===== src/rtl/message_schedule_sequencer.sv =====
// SHA-256 message-schedule sequencer: loads a 16-word block and streams
// W[0..ROUNDS-1] one word per handshake, with back-pressure and abort.
module message_schedule_sequencer #(
    parameter int ROUNDS = 64,
    parameter int IDX_W  = $clog2(ROUNDS)
) (
    input  logic              clk,
    input  logic              rst_n,
    input  logic              block_valid_i,
    output logic              block_ready_o,
    input  logic [15:0][31:0] block_i,
    input  logic              abort_i,
    output logic              w_valid_o,
    input  logic              w_ready_i,
    output logic [31:0]       w_o,
    output logic [IDX_W-1:0]  w_index_o,
    output logic              w_last_o
);

    typedef enum logic {
        IDLE,
        RUN
    } state_t;

    localparam logic [IDX_W-1:0] LAST_IDX = IDX_W'(ROUNDS - 1);

    state_t           state_q, state_d;
    logic [IDX_W-1:0] idx_q, idx_d;
    logic [31:0]      win_q [16];
    logic [31:0]      win_d [16];
    logic             hs_in;
    logic             hs_out;
    logic [31:0]      new_word;

    function automatic logic [31:0] sigma0(input logic [31:0] x);
        return {x[6:0], x[31:7]} ^ {x[17:0], x[31:18]} ^ {3'b000, x[31:3]};
    endfunction

    function automatic logic [31:0] sigma1(input logic [31:0] x);
        return {x[16:0], x[31:17]} ^ {x[18:0], x[31:19]} ^ {10'b0, x[31:10]};
    endfunction

    // Short schedules only ever emit the loaded words, so the expander is dropped.
    generate
        if (ROUNDS > 16) begin : g_expand
            assign new_word = sigma1(win_q[14]) + win_q[9] + sigma0(win_q[1]) + win_q[0];
        end else begin : g_no_expand
            assign new_word = '0;
        end
    endgenerate

    assign w_valid_o     = (state_q == RUN);
    assign w_last_o      = w_valid_o & (idx_q == LAST_IDX);
    assign w_o           = win_q[0];
    assign w_index_o     = idx_q;
    assign hs_out        = w_valid_o & w_ready_i;
    assign block_ready_o = !abort_i & ((state_q == IDLE) | (hs_out & w_last_o));
    assign hs_in         = block_valid_i & block_ready_o;

    always_comb begin
        state_d = state_q;
        idx_d   = idx_q;
        win_d   = win_q;
        if (state_q == RUN && abort_i) begin
            state_d = IDLE;
            idx_d   = '0;
        end else if (hs_in) begin
            state_d = RUN;
            idx_d   = '0;
            for (int k = 0; k < 16; k++) begin
                win_d[k] = block_i[k];
            end
        end else if (hs_out && w_last_o) begin
            state_d = IDLE;
            idx_d   = '0;
        end else if (hs_out) begin
            // Window slides down one word; the fresh expansion enters at the top.
            idx_d = idx_q + IDX_W'(1);
            for (int k = 0; k < 15; k++) begin
                win_d[k] = win_q[k+1];
            end
            win_d[15] = new_word;
        end
    end

    always_ff @(posedge clk) begin
        if (!rst_n) begin
            state_q <= IDLE;
            idx_q   <= '0;
            win_q   <= '{default: '0};
        end else begin
            state_q <= state_d;
            idx_q   <= idx_d;
            win_q   <= win_d;
        end
    end

endmodule


===== config.mk =====
export PLATFORM = sky130hd
export DESIGN_NAME = message_schedule_sequencer
export DESIGN_NICKNAME = d
export VERILOG_FILES = /design/src/rtl/message_schedule_sequencer.sv
export SDC_FILE = /design/constraint.sdc
export NUM_CORES = 2
export LEC_CHECK = 0
export CAP_MARGIN = 20
export CORE_AREA = 2 2 245 247
export DETAILED_ROUTE_END_ITERATION = 8
export DIE_AREA = 0 0 247 249
export PLACE_DENSITY = 0.81
export RECOVER_POWER = 50
export SLEW_MARGIN = 20
export SYNTH_ARGS = -nofsm -noshare
export SYNTH_HDL_FRONTEND = slang
export SYNTH_SLANG_ARGS = --single-unit

===== constraint.sdc =====
create_clock -name clk -period 4.1 [get_ports clk]
set_input_delay 0.82 -clock clk [delete_from_list [all_inputs] [get_ports clk]]
set_output_delay 0.82 -clock clk [all_outputs]
set_load 0.02 [all_outputs]

==> impl_metrics.ini <==
[power]
swShare_pct = 33.9
power_density_nw_per_um2 = 467
net-switching-power_mw = 5.70
combPwrFrac_pct = 33.0
p_clk_share_pct = 32.7
internal_power_mw = 11.1
ir_worst_vdd_uv = 322
p_leak_nw = 18.5
seq_power_share_pct = 34.3

[placement]
portBuffers = 557
gp_congestion = 0.961
place_hpwl_um = 78500
place_inst = 4512

[setup_path]
cp-end-kind = register
reg2reg_slack_ps = 120
crit_type = register to register
worstPathArrival_ps = 4490
crit_path_start_kind = register
required_ps = 4600
worst-path-max-fanout = 7

[cells_and_area]
synthToLayoutAreaGrowth_pct = 28.6
multiInputGateArea_um2 = 15600
fin_nets = 4412
seq_area_um2 = 10400
final-instance-count-excl-fill = 4627
nFillCells = 5134
drive_above_1_share_pct = 5.95

[floorplan]
start_util_pct = 47.7
io_pins = 558
core_area_um2 = 58700
dieArea_um2 = 61500
fp.dieH_um = 249
fp.dieW_um = 247
rows = 89

[detailed_routing]
via_per_inst = 5.79
drtAntennaViolNets = 0
routedWlPerCell_um = 22.5
drt_first_pass_iters = 8
drc = 0
wl_um = 104000
vias = 26800
dr.first_iter.drc_count = 2935

[timing]
setup_viol = 0
hold_viol_final = 0
drv_slew = 0
skew_ps = 16.2
whs_ps = 468
finalSetupTns_ps = 0
rsz0062_at_grt = true
worstMarginPinSlew_ps = 1190
fin_crit_sh_pct = 97.2
fmax_mhz = 251
slew_headroom_pct = 20.1
timing.final.crit_period_ps = 3980

[yosys]
synth.area.mux_share_pct = 0.0715
syn_area_per_cell_um2 = 8.10
yosys.area_share.simple_pct = 22.8
synth_cell_types = 58
yosysWarnings = 0
synth_edf_count = 0
synth_nets = 4066
synth_top_cell_area_share_pct = 37.1
syn_area_um2 = 28000
ys_seq_area_share_pct = 37.1
netlist_top_cells_area = dfxtp_1, o211a_1, nand2_1
synth_cells = 3455
yosys_most_used_dff = dfxtp_1
synth_seq_cells = 519
synth_top_family_by_area = simple AND/OR/NAND/NOR gates
synth_compound_area_share_pct = 22.0
ys_async_sr_fraction_pct = 0
synth_adder_area_share_pct = 5.87
yosysTopAreaCell = dfxtp_1
synth_xor_area_share_pct = 4.66

[global_route]
antenna_found_initial = 13
grt_max_degree = 124
grt_pass1_wl_um = 151000
first_global_vias = 24900
gr-usage-all-layers_pct = 32.4
gr-total-overflow = 0

[clocking]
numCtsBuffers = 56
clk_latency_ps = 620
htree_levels = 2
cts_tree = done
cts-root-buf = clkbuf_16
clk_pin_slew_ps = 60
cts.sinks = 519
cts_max_path_buffers = 3

[hold_path]
hold_class = register to register

[outcome]
status = finished, final reports clean

[flow_run]
max_cap_violations = 0
cell type report:
| type | count | share of cell area, % |
|---|---|---|
| Antenna cell | 7 | 0.0487 |
| Tap cell | 773 | 2.69 |
| Clock inverter | 30 | 1.09 |
| Inverter | 123 | 1.28 |
| Timing Repair Buffer | 660 | 18.3 |
| Sequential cell | 519 | 28.9 |
| Clock buffer | 74 | 4.45 |
| Multi-Input combinational cell | 2441 | 43.3 |
layout by cell type, fill, tap and decap left out, types with 4 or more instances in the layout:
cell type          n
clkbuf_1          10
bufinv_16          8
clkdlybuf4s50_1  516
nand3_1          461
ha_1              30
o211ai_1          34
a21o_1            17
inv_1            123
buf_4             74
o211a_1          487
diode_2            7
nor2b_1            4
clkbuf_8          11
clkbuf_2           4
xnor2_1           91
a21oi_1           52
fa_1              61
o21bai_1           6
nor2_1            39
a31oi_1            8
xor2_1            53
o21ai_0           23
nand2_1          987
o221ai_1          10
o21ai_1            4
and3_1             5
clkinv_2          14
dlygate4sd3_1     40
nand4_1            8
buf_12            20
dfxtp_1          517
clkbuf_16         57
logic make-up after synthesis:
| family | after synthesis |
|---|---|
| simple gates | 1521 |
| compound gates | 675 |
| flops | 519 |
| buf+inv | 495 |
| xor+xnor | 149 |
| fa+ha+maj | 94 |
| mux | 2 |
path summary, 6_finish.rpt:
check | end | startpoint | depth (start not counted)
hold / removal | win_q[3] | win_q[3] | 2
setup / recovery | win_q[28] | win_q[37] | 13
setup reg to reg | win_q[28] | win_q[37] | 13
hold reg to reg | win_q[3] | win_q[3] | 2
state kept, by name, summed over array words and instances, names as in the netlist:
register,cells
w_valid_o,1
w_index_o,6
w_o,32
win_q,480
timing repair:
action	CTS	global route
hold buffers	0	0
setup buffers	0	4
gates cloned	0	0
pin swaps	3	9
gates resized for setup	1	18
setup endpoints to repair	2	13
power groups by stage:
stage	Clock, mW	Sequential, mW	Combinational [mW]
after detailed placement	0	5.85	5.35
after global placement	0	5.84	5.36
after CTS	5.54	5.75	5.40
after floorplan	0	5.72	3.45
after global routing	5.72	5.80	6.00
final	5.50	5.76	5.54
per-layer routing:
| metal | GRT usage [%] | share of wire (%) | vias up |
|---|---|---|---|
| li1 | - | - | 12500 |
| met1 | 43.0 | 41 | 12800 |
| met2 | 51.0 | 45 | 1246 |
| met3 | 5.51 | 8.6 | 219 |
| met4 | 15.4 | 5.2 | 12 |
| met5 | 0 | 0.085 | - |
synth_stat cells, types with 4 or more instances:
cell type  instances
a21o_1            17
a21oi_1           53
a31oi_1            8
and3_1             6
buf_1             50
buf_2             94
buf_4             32
clkbuf_1         196
dfxtp_1          519
fa_1              62
ha_1              32
inv_1            123
nand2_1          987
nand3_1          461
nand4_1            8
nor2_1            39
nor2b_1            4
nor3_1             4
o211a_1          487
o211ai_1          34
o21ai_0           26
o21bai_1           6
o221ai_1          10
xnor2_1           94
xor2_1            55
stage by stage:
step	area, µm²	setup slack [ps]	util, %	power (mW)
floorplan	28000	66.1	-	9.17
global placement	34000	29.9	57.9	11.2
detailed placement	34000	27.2	57.9	11.2
CTS	35900	15.2	61.3	16.7
global route	36000	-6.54	61.3	17.5
finish	36000	115	61.3	16.8
worst max-delay path: stages, from the launching register on:
cell and delay [ps]:
dfxtp_1 470, xor2_1 120, xnor2_1 430, fa_1 530
fa_1 500, inv_1 50, ha_1 370, and3_1 180
a221o_1 320, a211o_1 330, a21oi_4 200, o41ai_2 110
xnor2_1 170, a21oi_1 80
(Power assumes the default switching activity.)
